<file path="src/rtl/pipe_ctrl_pkg.sv">
// Types and constants shared by the pipeline stall/flush control slice
// and the pipeline registers it drives.
package pipe_ctrl_pkg;

  typedef enum logic [0:0] {
    RUN     = 1'b0,
    MD_WAIT = 1'b1
  } md_state_e;

  localparam logic [31:0] NOP_INSN = 32'h0000_0013;
  localparam logic [4:0]  REG_ZERO = 5'd0;

endpackage

</file>
<file path="src/rtl/hazard_detect.sv">
// Load-use comparator: the instruction in ID reads a register that the
// load currently in EX has not yet written back.
module hazard_detect
  import pipe_ctrl_pkg::*;
(
  input  logic [4:0] id_rs1,
  input  logic [4:0] id_rs2,
  input  logic       id_use_rs1,
  input  logic       id_use_rs2,
  input  logic [4:0] ex_rd,
  input  logic       ex_mem_read,
  output logic       load_use
);

  logic rs1_hit_s;
  logic rs2_hit_s;

  // Match each used source against the load destination; x0 never hazards
  always_comb begin
    rs1_hit_s = id_use_rs1 & (id_rs1 == ex_rd);
    rs2_hit_s = id_use_rs2 & (id_rs2 == ex_rd);
    load_use  = ex_mem_read & (ex_rd != REG_ZERO) & (rs1_hit_s | rs2_hit_s);
  end

endmodule

</file>
<file path="src/rtl/pipeline_stall_ctrl.sv">
// Central stall/flush sequencer for the 5-stage pipeline: prioritises
// memory wait, mul/div occupancy, load-use and branch redirects.
module pipeline_stall_ctrl
  import pipe_ctrl_pkg::*;
#(
  parameter int unsigned MD_TIMEOUT = 64,
  parameter int unsigned CNT_W      = 32
) (
  input  logic             clk,
  input  logic             rst,
  input  logic [4:0]       id_rs1,
  input  logic [4:0]       id_rs2,
  input  logic             id_use_rs1,
  input  logic             id_use_rs2,
  input  logic [4:0]       ex_rd,
  input  logic             ex_mem_read,
  input  logic             ex_branch_taken,
  input  logic             ex_md_start,
  input  logic             md_done,
  input  logic             mem_req,
  input  logic             mem_ready,
  output logic             pc_stall,
  output logic             if_id_stall,
  output logic             id_ex_stall,
  output logic             ex_mem_stall,
  output logic             if_id_flush,
  output logic             id_ex_flush,
  output logic             ex_mem_flush,
  output logic             mem_wb_flush,
  output logic             md_timeout,
  output logic [CNT_W-1:0] stall_cnt
);

  localparam int unsigned     MDC_W   = (MD_TIMEOUT > 1) ? $clog2(MD_TIMEOUT) : 1;
  localparam logic [MDC_W-1:0] MD_LAST = MDC_W'(MD_TIMEOUT - 1);

  md_state_e        state_r;
  logic             done_pend_r;
  logic [MDC_W-1:0] md_cnt_r;
  logic             md_timeout_r;
  logic [CNT_W-1:0] stall_cnt_r;

  logic mem_wait_s, load_use_s, md_done_any_s, md_expire_s, md_exit_s, md_enter_s;
  logic pc_st_s, if_id_st_s, id_ex_st_s, ex_mem_st_s;
  logic if_id_fl_s, id_ex_fl_s, ex_mem_fl_s, mem_wb_fl_s;

  hazard_detect u_hazard_detect (
    .id_rs1      (id_rs1),
    .id_rs2      (id_rs2),
    .id_use_rs1  (id_use_rs1),
    .id_use_rs2  (id_use_rs2),
    .ex_rd       (ex_rd),
    .ex_mem_read (ex_mem_read),
    .load_use    (load_use_s)
  );

  // Hazard qualifiers and mul/div entry/exit decisions for this cycle
  always_comb begin
    mem_wait_s    = mem_req & ~mem_ready;
    md_done_any_s = md_done | done_pend_r;
    md_expire_s   = (md_cnt_r == MD_LAST) & ~md_done_any_s;
    md_exit_s     = (state_r == MD_WAIT) & ~mem_wait_s
                    & (md_done_any_s | (md_cnt_r == MD_LAST));
    md_enter_s    = (state_r == RUN) & ex_md_start & ~mem_wait_s;
  end

  // Prioritised stall/flush decode; the first matching hazard owns the pipe
  always_comb begin
    pc_st_s     = 1'b0;
    if_id_st_s  = 1'b0;
    id_ex_st_s  = 1'b0;
    ex_mem_st_s = 1'b0;
    if_id_fl_s  = 1'b0;
    id_ex_fl_s  = 1'b0;
    ex_mem_fl_s = 1'b0;
    mem_wb_fl_s = 1'b0;
    if (rst) begin
      if_id_fl_s  = 1'b1;
      id_ex_fl_s  = 1'b1;
      ex_mem_fl_s = 1'b1;
      mem_wb_fl_s = 1'b1;
    end else if (mem_wait_s) begin
      pc_st_s     = 1'b1;
      if_id_st_s  = 1'b1;
      id_ex_st_s  = 1'b1;
      ex_mem_st_s = 1'b1;
      mem_wb_fl_s = 1'b1;
    end else if (md_enter_s || ((state_r == MD_WAIT) && !md_exit_s)) begin
      pc_st_s     = 1'b1;
      if_id_st_s  = 1'b1;
      id_ex_st_s  = 1'b1;
      ex_mem_fl_s = 1'b1;
    end else if (ex_branch_taken) begin
      // EX advances here, so the redirect kills both younger instructions
      if_id_fl_s  = 1'b1;
      id_ex_fl_s  = 1'b1;
    end else if ((state_r == RUN) && load_use_s) begin
      pc_st_s     = 1'b1;
      if_id_st_s  = 1'b1;
      id_ex_fl_s  = 1'b1;
    end else begin
      pc_st_s     = 1'b0;
    end
  end

  assign pc_stall     = pc_st_s;
  assign if_id_stall  = if_id_st_s  & ~if_id_fl_s;
  assign id_ex_stall  = id_ex_st_s  & ~id_ex_fl_s;
  assign ex_mem_stall = ex_mem_st_s & ~ex_mem_fl_s;
  assign if_id_flush  = if_id_fl_s;
  assign id_ex_flush  = id_ex_fl_s;
  assign ex_mem_flush = ex_mem_fl_s;
  assign mem_wb_flush = mem_wb_fl_s;
  assign md_timeout   = md_timeout_r;
  assign stall_cnt    = stall_cnt_r;

  // Mul/div FSM, watchdog, pending-done latch and saturating stall counter
  always_ff @(posedge clk) begin
    if (rst) begin
      state_r      <= RUN;
      done_pend_r  <= 1'b0;
      md_cnt_r     <= '0;
      md_timeout_r <= 1'b0;
      stall_cnt_r  <= '0;
    end else begin
      if (pc_st_s && (stall_cnt_r != {CNT_W{1'b1}})) begin
        stall_cnt_r <= stall_cnt_r + CNT_W'(1);
      end
      case (state_r)
        RUN: begin
          if (md_enter_s) begin
            state_r     <= MD_WAIT;
            md_cnt_r    <= '0;
            done_pend_r <= 1'b0;
          end
        end
        MD_WAIT: begin
          if (md_exit_s) begin
            state_r     <= RUN;
            done_pend_r <= 1'b0;
            if (md_expire_s) begin
              md_timeout_r <= 1'b1;
            end
          end else begin
            // Only a memory wait can block an exit, so a done here must be remembered
            if (md_done) begin
              done_pend_r <= 1'b1;
            end
            if (md_cnt_r != MD_LAST) begin
              md_cnt_r <= md_cnt_r + MDC_W'(1);
            end
          end
        end
        default: begin
          state_r     <= RUN;
          done_pend_r <= 1'b0;
        end
      endcase
    end
  end

endmodule

</file>
<file path="config.mk">
export PLATFORM = sky130hd
export DESIGN_NAME = pipeline_stall_ctrl
export DESIGN_NICKNAME = d
export VERILOG_FILES = /design/src/rtl/pipe_ctrl_pkg.sv /design/src/rtl/hazard_detect.sv /design/src/rtl/pipeline_stall_ctrl.sv
export SDC_FILE = /design/constraint.sdc
export NUM_CORES = 1
export LEC_CHECK = 0
export BUFFER_PORTS_ARGS = -buffer_cell sky130_fd_sc_hd__clkbuf_2
export CORE_UTILIZATION = 33
export DETAILED_ROUTE_END_ITERATION = 10
export PLACE_DENSITY_LB_ADDON = 0.08
export SETUP_SLACK_MARGIN = 0.05
export SYNTH_ARGS = -nofsm -noshare
export SYNTH_HDL_FRONTEND = slang
export SYNTH_SLANG_ARGS = --single-unit
export TNS_END_PERCENT = 30
</file>
<file path="constraint.sdc">
create_clock -name clk -period 2.2 [get_ports clk]
set_clock_uncertainty 0.1 [all_clocks]
set_input_delay 0.44 -clock clk [delete_from_list [all_inputs] [get_ports clk]]
set_output_delay 0.44 -clock clk [all_outputs]
set_load 0.02 [all_outputs]
</file>
==> results of run 1 <==
synth_stat cells (all sizes together):
master,count
o22ai,1
xnor2,10
nand3,11
clkbuf,7
nand2,21
a21o,1
o221ai,1
o311ai,2
a41oi,2
dfxtp,41
nor3b,1
or4,19
nor2,20
o31ai,21
o21ai,4
and2,3
nor4,4
a31oi,1
buf,11
ha,2
nor2b,9
and4,1
o211ai,1
and3b,1
mux2,7
xor2,4
a21oi,24
a32oi,1
o41ai,2
o31a,1
nand2b,3
or3,4
o21a,1
nor3,9
mux2i,1
nand4,19
and3,5
inv,7
area by class of cell:
cell class                 instances  area (um2)
timing repair buffer             113         778
tap                               96         120
clock buffer                       6        82.6
multi-input combinational        217        1620
sequential                        41         846
inverter                           7        33.8
clock inverter                     2        37.5
fill                             690        3420
worst min-delay path by stage:
| stage | from | endpoint | cells past startpoint |
|---|---|---|---|
| after floorplan | done_pend_r | done_pend_r | 2 |
| after global placement | md_timeout | md_timeout | 2 |
| after detailed placement | md_timeout | md_timeout | 2 |
| after CTS | md_timeout | md_timeout | 2 |
| after global routing | stall_cnt[4] | stall_cnt[4] | 1 |
| final | md_timeout | md_timeout | 2 |
power groups by stage:
stage	clock network, uW	registers [uW]	logic, uW
6_report	659	754	280
2_1_floorplan	0	778	136
3_5_place_dp	0	774	224
3_3_place_gp	0	774	221
5_1_grt	706	757	303
4_1_cts	680	757	268
registers in the layout (all words and copies together) (netlist names):
register	flops
md_timeout	1
state_r	1
md_cnt_r	6
stall_cnt	32
done_pend_r	1
stage by stage:
stage	std cells	hold slack, ns	utilization	setup WS [ns]
6_report	482	0.380	0.507	-0.0661
5_1_grt	482	0.405	0.507	-0.200
4_1_cts	479	0.389	0.488	-0.117
3_5_place_dp	466	0.369	0.452	-0.235
3_3_place_gp	466	0.360	0.452	-0.197
2_1_floorplan	283	0.376	-	0.0523
cell usage in the layout, fill, tap and decap left out, types with 3 or more instances in the layout:
master and instances:
clkbuf_2 59, buf_4 46, dfxtp_1 25, o31ai_1 21
nand2_1 20, nor2_1 19, nand4_1 18, dfxtp_2 14
a21oi_2 13, a21oi_1 11, or4_1 11, nand3_1 10
nor2b_1 9, or4_4 8, xnor2_1 7, nor3_1 6
mux2_4 6, clkbuf_8 6, inv_1 4, or3_1 4
xor2_1 4, and3_1 4, inv_4 3, nand2b_1 3
xnor2_2 3, and2_1 3, nor4_4 3, o21ai_0 3
nor3_2 3
critical path: stages, from the launching register on:
cell	delay, ns
dfxtp_2	0.36
ha_4	0.15
inv_4	0.03
o211ai_1	0.24
a31oi_4	0.13
a41oi_4	0.22
buf_12	0.15
inv_4	0.03
buf_8	0.11
cells by family after synthesis:
kind of cell             share of synthesized area
flip-flops                                   0.338
multiplexers                                0.0458
XOR/XNOR                                    0.0504
buffers and inverters                       0.0612
AO/OA/AOI/OAI                                0.176
AND/OR/NAND/NOR                              0.319
adder cells (fa/ha/maj)                     0.0103
layer usage:
| metal | part of all wire | GRT usage | up-vias |
|---|---|---|---|
| li1 | - | - | 1280 |
| met5 | 0 | 0 | - |
| met3 | 0.033 | 0.0320 | 6 |
| met1 | 0.48 | 0.251 | 1186 |
| met2 | 0.48 | 0.302 | 47 |
| met4 | 0.0091 | 0.0492 | 0 |
what timing repair did:
action                                  4_1_cts  5_1_grt
pin swaps                                     6       14
endpoints found under the setup margin        9       36
buffers inserted                              3        3
resized for setup                            10       40
gates cloned                                  2        0
==> results.cfg, run 1 <==
[logic_synthesis]
synth.distinct_cells = 53
synth_nets = 310
yosys.area.top_type = dfxtp_1
syn_inst = 283
synthDominantCellAreaShare = 0.338
avgSynthCellArea_um2 = 8.59
ys_top_cells_by_area = dfxtp_1 34%, o31ai_1 6.5%, or4_1 5.9%, nand4_1 4.6%, a21oi_1 4.1%
synth-warning-count = 0
seq_area_frac_synth = 0.338
syn_area_um2 = 2430
ys_ff_latch = 41

[worst_setup_path]
reg2reg_to = stall_cnt[12]
setup.worst_path.start = md_cnt_r[0]
critPathRequiredTime_ns = 1.66
reg2reg_from = md_cnt_r[0]
startpoint_type = register
worstSetupPathType = reg2out
crit_end = if_id_stall
cp_max_fo = 3
arrival_ns = 1.73
end_kind = primary output
r2r_slack_ns = -0.03
rr_worst_depth = 10

[floorplanning]
core_um2 = 6940
num_rows = 30
dieArea_um2 = 7710
initial_core_util = 0.350
pin_count = 66
die_w_um = 87.8
die_y_um = 87.8

[grt]
grt_use_total = 0.185
grt_max_degree = 29
grt_overflow_total = 0
grt_pass1_wl_mm = 11.2
antenna_found_initial = 0
grt_pass1_vias = 2273

[routing]
drt_pre_antenna_iters = 4
vias = 2519
totalWireLength_mm = 6.74
ant_nets = 0
wl_per_cell_um = 14.0
avgViaCountPerCell = 5.23
drc_errors = 0
drt_iter0_markers = 144

[power]
p_int_uw = 1250
power_density_nw_per_um2 = 481
vdd_drop_max_uv = 259
pwr-share-clk = 0.389
pwr-share-comb = 0.165
total_power_uw = 1690
power_frac_seq = 0.445
sw_frac_of_total = 0.264
power.leakage_uw = 0.00138
p_sw_uw = 446

[flow_run]
drv_cap = 0

[run_status]
violations = negative setup slack
outcome = finished, violations left

[layout]
area_delta_synth_final_pct = 44.9
diodes = 0
final_area_um2 = 3520
drive_above_1_share = 0.487
nets = 412

[clock_network]
cts_num_sinks = 41
cts_buffers = 5
cts-htree-levels = 2
ctsLongestPathBuffers = 2
clk_latency_ns = 0.31
cts_hold_buf = 0
cts_tree = built
clk_pin_slew_worst_paths_ns = 0.08
root_buffer = clkbuf_8

[place]
place_area_um2 = 3140
hpwl_mm = 4.53
place_congestion = 0.762
io_buffers = 65

[hold_path]
hold_class = reg2reg

[sta]
fin_ws_ns = -0.0661
fmax_mhz = 441
setup_tns_ns = -0.351
finalMaxSlewViolations = 0
max_slew_margin = 0.773
final.min_clock_period_ns = 2.27
fin_crit_sh = 1.03
worst_pin_slew_ns = 0.340
rsz0062_at_grt = true
setup_viol = 15
hold_viol_final = 0
No activity file was read; power rests on OpenSTA's default activity.
==> inputs of run 2 (changes only) <==
--- a/config.mk
+++ b/config.mk
@@ -8,7 +8,7 @@
 export BUFFER_PORTS_ARGS = -buffer_cell sky130_fd_sc_hd__clkbuf_2
 export CORE_UTILIZATION = 33
 export DETAILED_ROUTE_END_ITERATION = 10
-export PLACE_DENSITY_LB_ADDON = 0.08
+export PLACE_DENSITY = 0.61
 export SETUP_SLACK_MARGIN = 0.05
 export SYNTH_ARGS = -nofsm -noshare
 export SYNTH_HDL_FRONTEND = slang
==> results.cfg, run 2 (synthesis gave the netlist of run 1 again) <==
[run_status]
outcome = finished, violations left
violations = negative setup slack

[sta]
hold_slack_ns = 0.402
final.min_clock_period_ns = 2.28
setup_viol = 7
fin_crit_sh = 1.04
finalMaxSlewViolations = 0
fin_ws_ns = -0.0793
hold_viol_final = 0
rsz0062_at_grt = true
fmax_mhz = 439
worst_pin_slew_ns = 0.427
max_slew_margin = 0.715

[floorplanning]
die_y_um = 87.8
pin_count = 66
die_w_um = 87.8
dieArea_um2 = 7710
num_rows = 30
initial_core_util = 0.350
core_um2 = 6940

[routing]
drc_errors = 0
avgViaCountPerCell = 5.38
totalWireLength_mm = 7.33
vias = 2615
drt_iter0_markers = 116
wl_per_cell_um = 15.1
ant_nets = 0
drt_pre_antenna_iters = 4

[grt]
grt_overflow_total = 0
antenna_found_initial = 0
grt_pass1_wl_mm = 10.9
grt_use_total = 0.179
grt_max_degree = 35
grt_pass1_vias = 2459

[worst_setup_path]
reg2reg_from = md_cnt_r[1]
rr_worst_depth = 9
crit_top_cell = inv_2
reg2reg_to = stall_cnt[8]
crit_chain = ha_4 > inv_2 > o211ai_1 > a31oi_4 > a41oi_4 > buf_12 > inv_2 > buf_8
arrival_ns = 1.74
critPathRequiredTime_ns = 1.66
cp_num_buf_inv = 4
slowest_stage = dfxtp_2
startpoint_type = register
cp_max_fo = 3
end_kind = primary output
worstSetupPathType = reg2out
max_stage_delay_ns = 0.36
r2r_slack_ns = -0.01
critPathTopFamily = compound AO/OA/AOI/OAI gates

[clock_network]
root_buffer = clkbuf_8
clk_pin_slew_worst_paths_ns = 0.09
cts_hold_buf = 0
cts_num_sinks = 41
cts_tree = built
cts-htree-levels = 2
cts_buffers = 5
ctsLongestPathBuffers = 2
clk_latency_ns = 0.29

[power]
vdd_drop_max_uv = 272
power.leakage_uw = 0.00142
power_density_nw_per_um2 = 433

[layout]
area_delta_synth_final_pct = 49.2
final_cell_mix = 60 x clkbuf_2, 45 x buf_4, 25 x dfxtp_1
final_area_um2 = 3630
largest_reg_flops = 32
final_common_cell = clkbuf_2
fillCellCount = 655
final_cells = 486
diodes = 0
utilization = 0.522
drive_above_1_share = 0.510
nets = 417

[hold_path]
whs_endpoint = stall_cnt[15]
hold_class = reg2reg
hold_depth = 2
min_from = stall_cnt[15]

[place]
dp_cells = 460
place_congestion = 0.807
hpwl_mm = 4.55
io_buffers = 65
dp_slack_ns = -0.246
place_area_um2 = 3100

[flow_run]
drv_cap = 0
[run 2: cell types whose count changed in the layout (fill, tap and decap cells not counted), moves of 2 or more]
| cell | change |
|---|---|
| inv_2 | +3 |
| buf_6 | +2 |
| o31ai_2 | +2 |
| clkbuf_16 | +3 |
| inv_4 | -3 |
| o31ai_1 | -2 |
| nor2_1 | -2 |
[run 2: worst max path at each step]
stage,endpoint,startpoint,cells after the start
floorplan,stall_cnt[14],md_done,7
global placement,stall_cnt[7],ex_rd[4],8
detailed placement,stall_cnt[22],ex_rd[2],8
CTS,pc_stall,md_cnt_r[0],8
global route,if_id_stall,md_cnt_r[1],8
finish,pc_stall,md_cnt_r[1],8
[run 2: report_power, final]
| part | switching, uW | internal, uW | leakage (uW) |
|---|---|---|---|
| Clock | 261 | 250 | 0.0000443 |
| Sequential | 7.77 | 746 | 0.000340 |
| Combinational | 158 | 148 | 0.00104 |
| Total | 426 | 1140 | 0.00142 |
[run 2: worst register-to-register path, cell delays in order (launching register included)]
cell and delay (ns):
dfxtp_2 0.34, ha_4 0.16, inv_2 0.05, o211ai_1 0.12, a31oi_4 0.25, a41oi_4 0.06
buf_12 0.17, buf_4 0.20, or4_1 0.55, a21oi_2 0.16
[run 2: per-layer routing]
| layer | wire length, um | global-route usage | share of wire |
|---|---|---|---|
| met2 | 3710 | 0.309 | 0.51 |
| met1 | 3140 | 0.211 | 0.43 |
| met5 | 0 | 0 | 0 |
| met3 | 367 | 0.0434 | 0.050 |
| met4 | 117 | 0.0775 | 0.016 |
[run 2: through the flow]
step	setup TNS [ns]	total power, uW
after CTS	-0.956	1530
final	-0.237	1570
after global routing	-1.15	1630
after floorplan	0	914
after detailed placement	-5.25	993
after global placement	-3.33	990
[run 2: area by class of cell]
| cell class | instances | area [um2] | area share |
|---|---|---|---|
| flip-flops and latches | 41 | 848 | 0.234 |
| well taps | 96 | 120 | 0.0331 |
| clock buffers | 7 | 86.3 | 0.0238 |
| repair buffers | 118 | 873 | 0.241 |
| inverters | 7 | 26.3 | 0.00725 |
| multi-input cells | 217 | 1670 | 0.461 |
[run 2: repair_timing]
item | in CTS | in global routing
setup endpoints to repair | 10 | 38
pin swaps | 6 | 38
gates cloned | 2 | 3
buffers inserted | 4 | 10
gates resized for setup | 9 | 51
